`src/rtl/branch_resolve_unit_if.sv`:
```
// Handshake bundle between the branch predictor/execute side (master) and the
// branch resolve unit (slave): predictions in, outcomes in, training updates out.
interface branch_resolve_unit_if #(
  parameter int IDX_W = 1
);
  logic             pred_valid;
  logic             pred_ready;
  logic [IDX_W-1:0] pred_idx;
  logic [1:0]       pred_cnt;
  logic             res_valid;
  logic             res_ready;
  logic             res_taken;
  logic             upd_valid;
  logic [IDX_W-1:0] upd_idx;
  logic             upd_taken;
  logic             upd_mispredict;
  logic             flush;

  modport master (
    output pred_valid, pred_idx, pred_cnt, res_valid, res_taken,
    input  pred_ready, res_ready, upd_valid, upd_idx, upd_taken, upd_mispredict, flush
  );

  modport slave (
    input  pred_valid, pred_idx, pred_cnt, res_valid, res_taken,
    output pred_ready, res_ready, upd_valid, upd_idx, upd_taken, upd_mispredict, flush
  );
endinterface

```
`src/rtl/branch_resolve_unit.sv`:
```
// Branch resolve unit: in-order prediction FIFO checked against execute outcomes,
// emitting training updates and a flush on mispredict. BRU_CONF_STATS_EN adds weak/strong counters.
module branch_resolve_unit #(
  parameter int DEPTH = 8,
  parameter int IDX_W = 1,
  parameter int CNT_W = 32
) (
  input  logic                     clk,
  input  logic                     reset,
  branch_resolve_unit_if.slave     bus,
  output logic [$clog2(DEPTH):0]   occupancy,
  output logic [CNT_W-1:0]         mismatch,
  output logic [CNT_W-1:0]         resolved
`ifdef BRU_CONF_STATS_EN
  ,
  output logic [CNT_W-1:0]         weak_mispredict,
  output logic [CNT_W-1:0]         strong_mispredict
`endif
);

  localparam int AW = $clog2(DEPTH);
  localparam logic [AW:0] FULL_OCC = (AW+1)'(DEPTH);

  typedef enum logic [0:0] {ST_RUN = 1'b0, ST_FLUSH = 1'b1} state_t;

  function automatic logic [CNT_W-1:0] sat_inc(input logic [CNT_W-1:0] v);
    return (&v) ? v : v + CNT_W'(1);
  endfunction

  state_t              state_r, state_nxt_s;
  logic [IDX_W+1:0]    mem_r [DEPTH];
  logic [AW-1:0]       wr_ptr_r, rd_ptr_r;
  logic [AW:0]         occ_r;
  logic                upd_valid_r, upd_taken_r, upd_mis_r, flush_r;
  logic [IDX_W-1:0]    upd_idx_r;
  logic [CNT_W-1:0]    mismatch_r, resolved_r;

  logic                full_s, empty_s, pred_ready_s, res_ready_s, push_s, pop_s, mis_s;
  logic [IDX_W-1:0]    head_idx_s;
  logic [1:0]          head_cnt_s;

  assign full_s       = (occ_r == FULL_OCC);
  assign empty_s      = (occ_r == '0);
  assign pred_ready_s = (state_r == ST_RUN) && !full_s;
  assign res_ready_s  = (state_r == ST_RUN) && !empty_s;
  assign push_s       = bus.pred_valid && pred_ready_s;
  assign pop_s        = bus.res_valid && res_ready_s;
  assign head_idx_s   = mem_r[rd_ptr_r][IDX_W+1:2];
  assign head_cnt_s   = mem_r[rd_ptr_r][1:0];
  assign mis_s        = pop_s && (bus.res_taken != head_cnt_s[1]);

  assign bus.pred_ready     = pred_ready_s;
  assign bus.res_ready      = res_ready_s;
  assign bus.upd_valid      = upd_valid_r;
  assign bus.upd_idx        = upd_idx_r;
  assign bus.upd_taken      = upd_taken_r;
  assign bus.upd_mispredict = upd_mis_r;
  assign bus.flush          = flush_r;
  assign occupancy          = occ_r;
  assign mismatch           = mismatch_r;
  assign resolved           = resolved_r;

  // FSM next state: a mispredicting pop enters the one-cycle flush window
  always_comb begin
    state_nxt_s = state_r;
    case (state_r)
      ST_RUN: begin
        if (mis_s) begin
          state_nxt_s = ST_FLUSH;
        end else begin
          state_nxt_s = ST_RUN;
        end
      end
      ST_FLUSH: state_nxt_s = ST_RUN;
      default:  state_nxt_s = ST_RUN;
    endcase
  end

  // FSM state register
  always_ff @(posedge clk or negedge reset) begin
    if (!reset) begin
      state_r <= ST_RUN;
    end else begin
      state_r <= state_nxt_s;
    end
  end

  // Prediction FIFO; a mispredict discards everything, including a same-cycle push
  always_ff @(posedge clk or negedge reset) begin
    if (!reset) begin
      for (int i = 0; i < DEPTH; i++) begin
        mem_r[i] <= '0;
      end
      wr_ptr_r <= '0;
      rd_ptr_r <= '0;
      occ_r    <= '0;
    end else if (mis_s) begin
      wr_ptr_r <= '0;
      rd_ptr_r <= '0;
      occ_r    <= '0;
    end else begin
      if (push_s) begin
        mem_r[wr_ptr_r] <= {bus.pred_idx, bus.pred_cnt};
        wr_ptr_r        <= wr_ptr_r + AW'(1);
      end
      if (pop_s) begin
        rd_ptr_r <= rd_ptr_r + AW'(1);
      end
      case ({push_s, pop_s})
        2'b10:   occ_r <= occ_r + (AW+1)'(1);
        2'b01:   occ_r <= occ_r - (AW+1)'(1);
        default: occ_r <= occ_r;
      endcase
    end
  end

  // Training update and flush pulses, zeroed in every cycle not following a pop
  always_ff @(posedge clk or negedge reset) begin
    if (!reset) begin
      upd_valid_r <= 1'b0;
      upd_idx_r   <= '0;
      upd_taken_r <= 1'b0;
      upd_mis_r   <= 1'b0;
      flush_r     <= 1'b0;
    end else begin
      upd_valid_r <= pop_s;
      upd_idx_r   <= pop_s ? head_idx_s : '0;
      upd_taken_r <= pop_s && bus.res_taken;
      upd_mis_r   <= mis_s;
      flush_r     <= mis_s;
    end
  end

  // Saturating resolved/mismatch statistics
  always_ff @(posedge clk or negedge reset) begin
    if (!reset) begin
      mismatch_r <= '0;
      resolved_r <= '0;
    end else begin
      if (pop_s) begin
        resolved_r <= sat_inc(resolved_r);
      end
      if (mis_s) begin
        mismatch_r <= sat_inc(mismatch_r);
      end
    end
  end

`ifdef BRU_CONF_STATS_EN
  logic [CNT_W-1:0] weak_r, strong_r;

  assign weak_mispredict   = weak_r;
  assign strong_mispredict = strong_r;

  // Mispredict split by counter confidence: 01/10 weak, 00/11 strong
  always_ff @(posedge clk or negedge reset) begin
    if (!reset) begin
      weak_r   <= '0;
      strong_r <= '0;
    end else if (mis_s) begin
      if (^head_cnt_s) begin
        weak_r <= sat_inc(weak_r);
      end else begin
        strong_r <= sat_inc(strong_r);
      end
    end
  end
`else
  logic unused_cnt_lsb_s;
  assign unused_cnt_lsb_s = head_cnt_s[0];
`endif

endmodule

```
`src/flat_wrapper.sv`:
```
// flat-port wrapper written by rule: the top's interface ports become plain ports
module branch_resolve_unit_flat 
#(
  parameter int DEPTH = 8,
  parameter int IDX_W = 1,
  parameter int CNT_W = 32
)
  (clk, reset, occupancy, mismatch, resolved, bus_pred_valid, bus_pred_idx, bus_pred_cnt, bus_res_valid, bus_res_taken, bus_pred_ready, bus_res_ready, bus_upd_valid, bus_upd_idx, bus_upd_taken, bus_upd_mispredict, bus_flush);
  branch_resolve_unit_if #(.IDX_W(IDX_W)) bus_i ();
  input  logic clk;
  input  logic reset;
  output logic [$clog2(DEPTH):0] occupancy;
  output logic [CNT_W-1:0] mismatch;
  output logic [CNT_W-1:0] resolved;
  input wire logic [$bits(bus_i.pred_valid)-1:0] bus_pred_valid;
  input wire logic [$bits(bus_i.pred_idx)-1:0] bus_pred_idx;
  input wire logic [$bits(bus_i.pred_cnt)-1:0] bus_pred_cnt;
  input wire logic [$bits(bus_i.res_valid)-1:0] bus_res_valid;
  input wire logic [$bits(bus_i.res_taken)-1:0] bus_res_taken;
  output wire logic [$bits(bus_i.pred_ready)-1:0] bus_pred_ready;
  output wire logic [$bits(bus_i.res_ready)-1:0] bus_res_ready;
  output wire logic [$bits(bus_i.upd_valid)-1:0] bus_upd_valid;
  output wire logic [$bits(bus_i.upd_idx)-1:0] bus_upd_idx;
  output wire logic [$bits(bus_i.upd_taken)-1:0] bus_upd_taken;
  output wire logic [$bits(bus_i.upd_mispredict)-1:0] bus_upd_mispredict;
  output wire logic [$bits(bus_i.flush)-1:0] bus_flush;
  assign bus_i.pred_valid = bus_pred_valid;
  assign bus_i.pred_idx = bus_pred_idx;
  assign bus_i.pred_cnt = bus_pred_cnt;
  assign bus_i.res_valid = bus_res_valid;
  assign bus_i.res_taken = bus_res_taken;
  assign bus_pred_ready = bus_i.pred_ready;
  assign bus_res_ready = bus_i.res_ready;
  assign bus_upd_valid = bus_i.upd_valid;
  assign bus_upd_idx = bus_i.upd_idx;
  assign bus_upd_taken = bus_i.upd_taken;
  assign bus_upd_mispredict = bus_i.upd_mispredict;
  assign bus_flush = bus_i.flush;
  branch_resolve_unit #(.DEPTH(DEPTH), .IDX_W(IDX_W), .CNT_W(CNT_W)) u_core (.clk(clk), .reset(reset), .bus(bus_i), .occupancy(occupancy), .mismatch(mismatch), .resolved(resolved));
endmodule
```
`config.mk`:
```
export PLATFORM = sky130hd
export DESIGN_NAME = branch_resolve_unit_flat
export DESIGN_NICKNAME = d
export VERILOG_FILES = /design/src/rtl/branch_resolve_unit_if.sv /design/src/rtl/branch_resolve_unit.sv /design/src/flat_wrapper.sv
export SDC_FILE = /design/constraint.sdc
export NUM_CORES = 1
export LEC_CHECK = 0
export ABC_AREA = 1
export BUFFER_PORTS_ARGS = -buffer_cell sky130_fd_sc_hd__buf_2
export CAP_MARGIN = 0
export CORE_MARGIN = 1.5
export CORE_UTILIZATION = 40
export DETAILED_ROUTE_END_ITERATION = 6
export PLACE_DENSITY = 0.63
export SETUP_SLACK_MARGIN = 0.4
export SYNTH_ARGS = -nofsm -noshare
export SYNTH_HDL_FRONTEND = slang
export SYNTH_SLANG_ARGS = --single-unit
```
`constraint.sdc`:
```
create_clock -name clk -period 2.6 [get_ports clk]
set_input_delay 0.26 -clock clk [delete_from_list [all_inputs] [get_ports clk]]
set_output_delay 0.26 -clock clk [all_outputs]
set_load 0.02 [all_outputs]
```
Word-level counts from Yosys, hierarchy flattened --
Index checks and enable logic that the tools add are counted.
Operators by class: reduce and logical (&&, ||, !) cells 18, equal/unequal tests 4, bitwise operators 6, divide/modulo/power cells 0, multipliers 0, magnitude comparators 3, muxes and demuxes 15, add/subtract/negate cells 6, shift operators 0
Operators with widths (number):
- $add A32 B1 Y32 const B | 2
- $reduce_and A32 Y1 | 2
- $bwmux W24 | 1
- $mux W3 | 7
- $bmux W3 S3 | 1
- $demux W3 S3 | 1
- $ge A4 B4 Y1 const B | 2
- $not A3 Y4 | 2
- $pmux W4 S2 | 1
- $logic_and A1 B1 Y1 | 7
- $add A3 B1 Y3 const B | 2
- $reduce_and A2 Y1 | 3
- $add A4 B1 Y4 const B | 1
- $eq A4 B4 Y1 const B | 1
- $logic_not A4 Y1 | 1
- $lt A4 B1 Y1 const B | 1
- $mux W4 | 1
- $not A1 Y1 | 4
- $reduce_bool A2 Y1 | 2
- $sub A4 B1 Y4 const B | 1
- $reduce_bool A3 Y1 | 1
- $eq A2 B1 Y1 const B | 1
- $eq A2 B2 Y1 const B | 1
- $logic_not A1 Y1 | 2
- 3 further kinds | 4
Word-level totals: output and inout port bits 75, bits in latches 0, memories kept 0, input port bits 8, register bits 103, logic and storage cells 70, ROM bits 0, bits in writable memories 0

Depth between registers and ports, before layout --
Gate-level depths: netlist of the first run.
depth in word-level cells 8, mapped depth 13, mapped depth without buffers 13

Least setup slack after synthesis of the first run --
Ideal clock, no wire load.
kind register to register, start point register u_core.occ_r[0], in the netlist u_core.occupancy[0], end point register u_core.occ_r[3], in the netlist u_core.occupancy[3], arrival 2.472 ns, slack 0.015 ns, data required time 2.487 ns, cell stages (with the launch flop) 13, cell sequence dfrtp_1 > nor2_1 > a31oi_1 > nand2_1 > ha_1 > ha_1 > a21oi_1 > nand2_1 > a21oi_1 > o21ai_0 > xor2_1 > nand2_1 > inv_1
Between the ends: longest elaborated chain between the ends 7, elaborated cells between the ends (all ways) 16, those cells by class add/sub: 2; eq/ne: 3; mux: 2; reduce/logical: 9
Ends and longest elaborated chain:
- start, declared | RTL line branch_resolve_unit.sv:33 | logic [AW:0] occ_r;
- start signal, assigned | RTL line branch_resolve_unit.sv:110 | 2'b10: occ_r <= occ_r + (AW+1)'(1);
- start signal, assigned | RTL line branch_resolve_unit.sv:111 | 2'b01: occ_r <= occ_r - (AW+1)'(1);
- start signal, assigned | RTL line branch_resolve_unit.sv:112 | default: occ_r <= occ_r;
- $eq A4 B4 Y1 (*) | RTL line branch_resolve_unit.sv:42 | assign full_s = (occ_r == FULL_OCC);
- $logic_not A1 Y1 (*) | RTL line branch_resolve_unit.sv:44 | assign pred_ready_s = (state_r == ST_RUN) && !full_s;
- $logic_and A1 B1 Y1 (*) | RTL line branch_resolve_unit.sv:44
- net bus_pred_ready | RTL line flat_wrapper.sv:20 | output wire logic [$bits(bus_i.pred_ready)-1:0] bus_pred_ready;
- $logic_and A1 B1 Y1 (*) | RTL line branch_resolve_unit.sv:46 | assign push_s = bus.pred_valid && pred_ready_s;
- $eq A2 B1 Y1 / $eq A2 B2 Y1 (equally long branches) | RTL line branch_resolve_unit.sv:109 | case ({push_s, pop_s})
- $pmux W4 S2 | RTL line branch_resolve_unit.sv:109
- $mux W4 | RTL line branch_resolve_unit.sv:97 | end else if (mis_s) begin
Mark *: on every way through the listed nets, which the timed path passes. The rest lies on a longest branch. A chain may end at the register's enable or synchronous reset.

Final worst setup path of the first run --
start point register u_core.occ_r[0], in the netlist u_core.occupancy[0], end point register u_core.occ_r[3], in the netlist u_core.occupancy[3]
Between the ends: longest elaborated chain between the ends 7, elaborated cells between the ends (all ways) 16, those cells by class add/sub: 2; eq/ne: 3; mux: 2; reduce/logical: 9
Ends and longest elaborated chain:
- $logic_not A4 Y1 (*) | RTL line branch_resolve_unit.sv:43 | assign empty_s = (occ_r == '0);
- $logic_not A1 Y1 (*) | RTL line branch_resolve_unit.sv:45 | assign res_ready_s = (state_r == ST_RUN) && !empty_s;
- $logic_and A1 B1 Y1 (*) | RTL line branch_resolve_unit.sv:45
- $logic_and A1 B1 Y1 (*) | RTL line branch_resolve_unit.sv:47 | assign pop_s = bus.res_valid && res_ready_s;
- net u_core.pop_s | RTL line branch_resolve_unit.sv:38 | logic full_s, empty_s, pred_ready_s, res_ready_s, push_s, pop_s, mis_s;
- $eq A2 B1 Y1 / $eq A2 B2 Y1 (equally long branches) | RTL line branch_resolve_unit.sv:109
- $pmux W4 S2 | RTL line branch_resolve_unit.sv:109
- $mux W4 | RTL line branch_resolve_unit.sv:97
Marks and branches as above.

==> results of run 1 <==
## cells in the mapped netlist (4+ instances only)
cell type    n
a21oi_1      4
buf_1        4
buf_2       14
dfrtp_1     95
ha_1         7
inv_1       74
nand2_1    295
nand3_1     75
nand3b_1     5
nand4_1     21
nor2_1      81
nor3_1      41
o21ai_0     23
xnor2_1     13
xor2_1      33
## sequential cells by signal, summed over array words and instances (netlist names), 3 cells and up
register,count
u_core.mem_r,16
u_core.mismatch,32
u_core.occupancy,4
u_core.rd_ptr_r,3
u_core.resolved,32
u_core.wr_ptr_r,3
## metrics by stage
step | setup slack, ns | util (%) | std cells | cell area (µm²)
floorplan | 0.405 | - | 810 | 5790
finish | 0.562 | 48.4 | 1078 | 6770
global placement | 0.303 | 45.7 | 1058 | 6390
global route | 0.402 | 48.4 | 1078 | 6770
CTS | 0.489 | 48.3 | 1078 | 6750
detailed placement | 0.263 | 45.7 | 1058 | 6390
## critical path, cell delays in order (launching register included)
cell     delay, ns
dfrtp_2       0.42
nor2_4        0.15
nand3_1       0.08
nand2_1       0.12
nor2_4        0.06
ha_4          0.18
ha_4          0.23
a21oi_1       0.15
nand2_1       0.08
a21oi_1       0.11
o21ai_0       0.10
xor2_1        0.15
nand2_1       0.06
inv_1         0.04
## cell type report
cell class              instances  area [µm²]  area share, %
inverters                      77         289           4.27
clock buffers                  10         239           3.53
multi-input cells             615        3010           44.5
clock inverters                 6        75.1           1.11
flip-flops and latches         95        2380           35.2
well taps                     180         225           3.33
repair buffers                 95         541           7.99
## metal layers
metal	vias up	track usage [%]	routed length, µm
met5	-	0	0
met4	0	4.43	144
met3	13	5.17	782
met2	124	31.4	6490
met1	2501	29.7	7100
li1	2739	-	-
## what timing repair did
action                                  CTS  global route
endpoints found under the hold margin    38             0
resized for setup                         2             3
endpoints found under the setup margin    1            32
pin swaps                                 1             0
buffers inserted                          3             0
hold buffers                              1             0
## kinds of logic after synthesis
group                    after synthesis
AND/OR/NAND/NOR                      530
buffers and inverters                100
flip-flops                            95
XOR/XNOR                              46
AO/OA/AOI/OAI                         30
adder cells (fa/ha/maj)                8
multiplexers                           1
## worst paths after layout
path                                     start                    to  slack [ns]  cells after the start
min in group asynchronous                reset   u_core.mismatch[17]        0.42                      2
min                              bus_res_taken  u_core.bus.upd_taken        0.17                      3
max reg2reg                u_core.occupancy[0]   u_core.occupancy[3]        0.56                     13
min reg2reg                   u_core.mem_r[16]      u_core.mem_r[16]        0.47                      2
max                        u_core.occupancy[0]   u_core.occupancy[3]        0.56                     13
max in group asynchronous                reset   u_core.occupancy[1]        1.46                      3
## where the power goes
group	internal (mW)	leakage, nW	switching [mW]
clock network	0.789	0.152	0.612
registers	1.85	1.27	0.384
logic	0.860	1.95	1.59
==> insert_results.sql, run 1 <==
INSERT INTO impl_metrics (metric_group, metric, value, unit) VALUES
('clock_network', 'clock_path_buffers', '2', ''),
('route', 'via_count', '5377', ''),
('clock_network', 'cts_h_tree_lvls', '3', ''),
('critical_path', 'critPathArrivalTime', '2.28', 'ns'),
('critical_path', 'worst-endpoint-required', '2.84', 'ns'),
('synth', 'seq_area_frac_synth', '41.3', '%'),
('global_routing', 'first_global_vias', '4934', ''),
('timing', 'hold_viol_final', '0', ''),
('synth', 'synth_seq_cells', '95', ''),
('synth', 'synthDistinctLibCells', '33', ''),
('global_routing', 'grt_first_pass_wirelength', '24.5', 'mm'),
('clock_network', 'insertion_delay', '0.35', 'ns'),
('synth', 'synth_area_per_cell', '7.11', 'µm²'),
('pwr', 'finalPower', '6.09', 'mW'),
('floorplan', 'core', '0.0140', 'mm²'),
('timing', 'timing.final.crit_period', '2.04', 'ns'),
('place', 'detailed_place_hpwl', '10.7', 'mm'),
('timing', 'clock-skew-final', '0.00855', 'ns'),
('synth', 'compound_gate_portion_of_the_synthesized_area', '2.85', '%'),
('synth', 'yosysWarnings', '0', ''),
('route', 'routed_wirelength', '14.5', 'mm'),
('flow_run', 'drv_cap', '0', ''),
('route', 'drt_iter0_markers', '457', ''),
('synth', 'syn_nets', '826', ''),
('synth', 'synth_area', '0.00576', 'mm²'),
('timing', 'worst_pin_slew', '0.553', 'ns'),
('floorplan', 'initial_core_util', '41.1', '%'),
('critical_path', 'cp-end-kind', 'flop', ''),
('timing', 'final_max_slew_viol_count', '0', ''),
('cells_and_area', 'most_used_cells_in_the_layout_excluding_fill_and_tap_cells', '294 x nand2_1, 90 x dfrtp_1, 80 x nor2_1, 80 x buf_2, 75 x nand3_1', ''),
('critical_path', 'critical_path_peak_fanout', '5', ''),
('timing', 'setup-violations-final', '0', ''),
('route', 'antenna_left', '0', ''),
('place', 'gp_congestion', '0.896', ''),
('global_routing', 'groute.usage.overall', '20.6', '%'),
('critical_path', 'launching_element_type_of_the_critical_path', 'flop', ''),
('route', 'first_drt_pass_iteration_count', '7', ''),
('route', 'wl_per_cell', '13.5', 'µm'),
('floorplan', 'core.rowCount', '43', ''),
('route', 'vias_per_cell', '4.99', ''),
('synth', 'synthSimpleGateAreaFrac', '39.4', '%'),
('global_routing', 'grt_start_max_net_pins', '58', ''),
('floorplan', 'chipHeight', '123', 'µm'),
('cells_and_area', 'antenna_cells_inserted', '0', ''),
('clock_network', 'cts-root-buf', 'clkbuf_16', ''),
('clock_network', 'clock_sink_count', '95', ''),
('floorplan', 'overall_die_width', '123', 'µm'),
('floorplan', 'die-area', '0.0151', 'mm²'),
('synth', 'synth_area_leader_cell', 'dfrtp_1', ''),
('synth', 'synth_area_leaders', 'dfrtp_1 41%, nand2_1 19%, nand3_1 6.5%', ''),
('global_routing', 'grt_antenna_before_repair', '0', ''),
('timing', 'finalHoldWorstSlack', '0.167', 'ns'),
('pwr', 'p_leak', '3.37', 'nW'),
('timing', 'max_freq', '491', 'MHz'),
('place', 'port_buffers', '81', ''),
('clock_network', 'cts-buffers-inserted', '9', ''),
('floorplan', 'num_io_pins', '83', ''),
('pwr', 'power.density', '900', 'mW/mm²'),
('clock_network', 'cts_tree', 'yes', ''),
('synth', 'ys_dominant_reg_cell', 'dfrtp_1', ''),
('timing', 'relSlewSlack', '62.9', '%'),
('synth', 'dominant_combinational_cell_family_by_area_after_synthesis', 'simple AND/OR/NAND/NOR gates', ''),
('cells_and_area', 'drive_above_1_share', '15.0', '%'),
('timing', 'tns', '0', 'ns'),
('synth', 'synthMuxAreaShare', '0.196', '%'),
('route', 'drc', '0', ''),
('synth', 'synth-adder-area-share', '1.87', '%'),
('cells_and_area', 'final_common_cell', 'nand2_1', ''),
('pwr', 'peakVddDrop', '0.682', 'mV'),
('synth', 'synth_xor_area_share', '7.00', '%'),
('synth', 'synthDominantCellAreaShare', '41.3', '%'),
('timing', 'min_period_over_period', '78.4', '%'),
('cells_and_area', 'fill_count', '1482', ''),
('worst_hold_path', 'hp_class', 'input port to flop', ''),
('synth', 'postSynthCellCount', '810', ''),
('global_routing', 'grt_overflow_total', '0', ''),
('synth', 'async_reset_ff_share', '100', '%'),
('cells_and_area', 'fin_nets', '909', ''),
('timing', 'grt_setup_unrepaired', 'no', ''),
('clock_network', 'clock_pin_slew_of_the_registers_on_the_worst_case_setup_and_hold_paths', '0.07', 'ns'),
('cells_and_area', 'area_growth_syn_to_layout', '17.6', '%'),
('critical_path', 'path_class', 'flop to flop', ''),
('status', 'run_status', 'finished clean', ''),
('synth', 'number_of_enable_flip_flop_cells_after_synthesis', '0', '');
Note: power is estimated with default switching activity, not from simulation.
==> run 2, diff against run 1 <==
==> constraint.sdc (replaced) <==
create_clock -name clk -period 1.92 [get_ports clk]
set_input_delay 0.192 -clock clk [delete_from_list [all_inputs] [get_ports clk]]
set_output_delay 0.192 -clock clk [all_outputs]
set_load 0.02 [all_outputs]
==> run 2 against run 1 <==
  * Clock-buffer cell count increased by 4
  * Flip-flop and latch count unchanged
  * Critical path depth is the same
  * Sequential share of layout area decreased by 8.1 points
  * Fmax is 6.7% higher
  * Clock skew is 0.0059 ns higher
  * Hold slack got worse by 0.037 ns
  * Non-clock buffer count increased by 105
==> insert_results.sql, run 2 (same netlist as run 1, synthesis figures left out) <==
INSERT INTO impl_metrics (metric_group, metric, value, unit) VALUES
('cells_and_area', 'fin_nets', '1017', ''),
('critical_path', 'r2r_end', 'u_core.occupancy[3]', ''),
('clock_network', 'cts_tree', 'yes', ''),
('worst_hold_path', 'holdPathStages', '3', ''),
('timing', 'timing.final.crit_period', '1.91', 'ns'),
('pwr', 'peakVddDrop', '1.18', 'mV'),
('timing', 'final_max_slew_viol_count', '0', ''),
('route', 'vias_per_cell', '5.19', ''),
('critical_path', 'reg2reg_from', 'u_core.occupancy[1]', ''),
('global_routing', 'grt_start_max_net_pins', '44', ''),
('worst_hold_path', 'whs_endpoint', 'u_core.bus.upd_taken', ''),
('status', 'run_status', 'finished clean', ''),
('clock_network', 'clock_pin_slew_of_the_registers_on_the_worst_case_setup_and_hold_paths', '0.07', 'ns'),
('critical_path', 'worst-endpoint-required', '2.17', 'ns'),
('critical_path', 'critPathArrivalTime', '2.16', 'ns'),
('floorplan', 'initial_core_util', '41.1', '%'),
('global_routing', 'first_global_vias', '5894', ''),
('critical_path', 'worst_r2r_path_depth', '13', ''),
('global_routing', 'use_met1', '33.4', '%'),
('floorplan', 'core', '0.0140', 'mm²'),
('critical_path', 'cp-end-kind', 'flop', ''),
('flow_run', 'drv_cap', '0', ''),
('route', 'antenna_left', '0', ''),
('place', 'port_buffers', '81', ''),
('place', 'detailed_place_hpwl', '11.2', 'mm'),
('pwr', 'switching_share', '41.3', '%'),
('critical_path', 'path_class', 'flop to flop', ''),
('timing', 'max_freq', '524', 'MHz'),
('pwr', 'p_leak', '4.20', 'nW'),
('floorplan', 'overall_die_width', '123', 'µm'),
('clock_network', 'clock_sink_count', '95', ''),
('clock_network', 'cts_h_tree_lvls', '3', ''),
('clock_network', 'cts-root-buf', 'clkbuf_16', ''),
('worst_hold_path', 'timing.hold.worst.start', 'bus_res_taken', ''),
('global_routing', 'grt_overflow_total', '0', ''),
('timing', 'min_period_over_period', '99.5', '%'),
('critical_path', 'critical_path_peak_fanout', '4', ''),
('pwr', 'share_comb_of_total_power', '59.9', '%'),
('timing', 'relSlewSlack', '56.5', '%'),
('pwr', 'cell_internal_pwr', '7.04', 'mW'),
('critical_path', 'launching_element_type_of_the_critical_path', 'flop', ''),
('clock_network', 'clock_path_buffers', '2', ''),
('timing', 'clock-skew-final', '0.0145', 'ns'),
('route', 'routed_wirelength', '18.8', 'mm'),
('place', 'gp_congestion', '0.880', ''),
('global_routing', 'met2_usage', '39.6', '%'),
('global_routing', 'grt_antenna_before_repair', '0', ''),
('global_routing', 'globalRouteMet3Util', '5.81', '%'),
('route', 'drt_iter0_markers', '450', ''),
('cells_and_area', 'antenna_cells_inserted', '0', ''),
('global_routing', 'grt_first_pass_wirelength', '29.3', 'mm'),
('pwr', 'power.share.sequential', '25.5', '%'),
('route', 'via_count', '6151', ''),
('cells_and_area', 'area_growth_syn_to_layout', '55.3', '%'),
('cells_and_area', 'fill_count', '1168', ''),
('cells_and_area', 'fin_util', '63.9', '%'),
('pwr', 'p_clk_share', '14.6', '%'),
('pwr', 'power.density', '1340', 'mW/mm²'),
('clock_network', 'insertion_delay', '0.36', 'ns'),
('worst_hold_path', 'hp_class', 'input port to flop', ''),
('timing', 'hold_viol_final', '0', ''),
('cells_and_area', 'final_common_cell', 'nand2_1', ''),
('route', 'wl_per_cell', '15.8', 'µm'),
('floorplan', 'core.rowCount', '43', ''),
('timing', 'finalHoldWorstSlack', '0.129', 'ns'),
('route', 'first_drt_pass_iteration_count', '5', ''),
('critical_path', 'reg2reg_slack', '0.01', 'ns'),
('timing', 'setup-violations-final', '0', ''),
('timing', 'grt_setup_unrepaired', 'yes', ''),
('global_routing', 'grt.busiest_layer', 'met2', ''),
('clock_network', 'cts-buffers-inserted', '9', ''),
('global_routing', 'groute.usage.overall', '24.8', '%'),
('route', 'drc', '0', ''),
('cells_and_area', 'drive_above_1_share', '42.1', '%'),
('floorplan', 'num_io_pins', '83', ''),
('floorplan', 'chipHeight', '123', 'µm'),
('pwr', 'switchingPower', '4.94', 'mW'),
('timing', 'worst_pin_slew', '0.648', 'ns'),
('floorplan', 'die-area', '0.0151', 'mm²'),
('cells_and_area', 'most_used_cells_in_the_layout_excluding_fill_and_tap_cells', '245 x nand2_1, 79 x buf_2, 67 x buf_4', '');
-- run 2: changes by cell type in the layout (fill, tap and decap cells not counted), sizes merged --
cell	previous run	this run
buf	94	197
clkbuf	10	16
inv	80	74
clkinv	1	5
nand2	297	300
bufinv	1	0
clkinvlp	1	0
-- run 2: repair_timing --
action                     4_1_cts  5_1_grt
hold buffers                     1        0
hold endpoints to repair        21        0
pin swaps                       64       60
cloned                          16        4
setup buffers                   41       18
gates resized for setup        127       87
setup endpoints to repair       91       95
-- run 2: metal layers --
metal / wire length [µm] / up-vias
met2: 9120 / 198
met1: 8180 / 2938
met4: 399 / 0
met3: 1070 / 35
met5: 0 / -
li1: - / 2980
-- run 2: per-stage QoR --
step | total power [mW] | cell area (µm²) | instances | TNS [ns] | worst slack (ns)
3_5_place_dp | 6.82 | 6920 | 1090 | -0.00338 | -0.00338
5_1_grt | 12.7 | 8940 | 1186 | -0.280 | -0.118
3_3_place_gp | 6.75 | 6920 | 1090 | 0 | 0.00424
6_report | 12.0 | 8940 | 1186 | 0 | 0.0105
2_1_floorplan | 5.72 | 6100 | 810 | -0.198 | -0.125
4_1_cts | 11.0 | 8390 | 1164 | -0.0126 | -0.0126
-- run 2: critical path: stages, from the launching register on --
cell,delay (ns)
dfrtp_2,0.42
nor2_4,0.15
nand3_2,0.08
nand2_2,0.09
nor2_4,0.05
ha_4,0.17
ha_4,0.22
a21oi_2,0.12
nand2_1,0.07
a21oi_1,0.11
o21ai_1,0.08
xor2_1,0.14
nand2_1,0.06
inv_1,0.03
-- run 2: layout make-up --
type / count / area, µm² / share of cell area, %
multi-input cells: 618 / 3770 / 42.2
clock buffers: 14 / 264 / 2.95
repair buffers: 200 / 1930 / 21.6
flip-flops and latches: 95 / 2420 / 27.1
clock inverters: 2 / 17.5 / 0.196
inverters: 77 / 312 / 3.49
well taps: 180 / 225 / 2.52
-- run 2: worst max path at each step --
| stage | start | to | slack [ns] | cells past startpoint |
|---|---|---|---|---|
| floorplan | u_core.occupancy[1] | u_core.occupancy[3] | -0.12 | 12 |
| global placement | u_core.occupancy[1] | u_core.occupancy[3] | 0.004 | 13 |
| detailed placement | u_core.occupancy[1] | u_core.occupancy[3] | -0.003 | 13 |
| CTS | u_core.occupancy[0] | u_core.occupancy[3] | -0.01 | 13 |
| global route | u_core.occupancy[1] | u_core.occupancy[3] | -0.12 | 13 |
| finish | u_core.occupancy[1] | u_core.occupancy[3] | 0.01 | 13 |
-- run 2: power by group through the flow --
stage,registers (mW),clock network [mW],logic [mW]
after floorplan,3.34,0,2.38
after global placement,3.06,0,3.69
after detailed placement,3.07,0,3.75
after CTS,3.02,1.79,6.16
after global routing,3.13,1.85,7.68
final,3.06,1.74,7.18
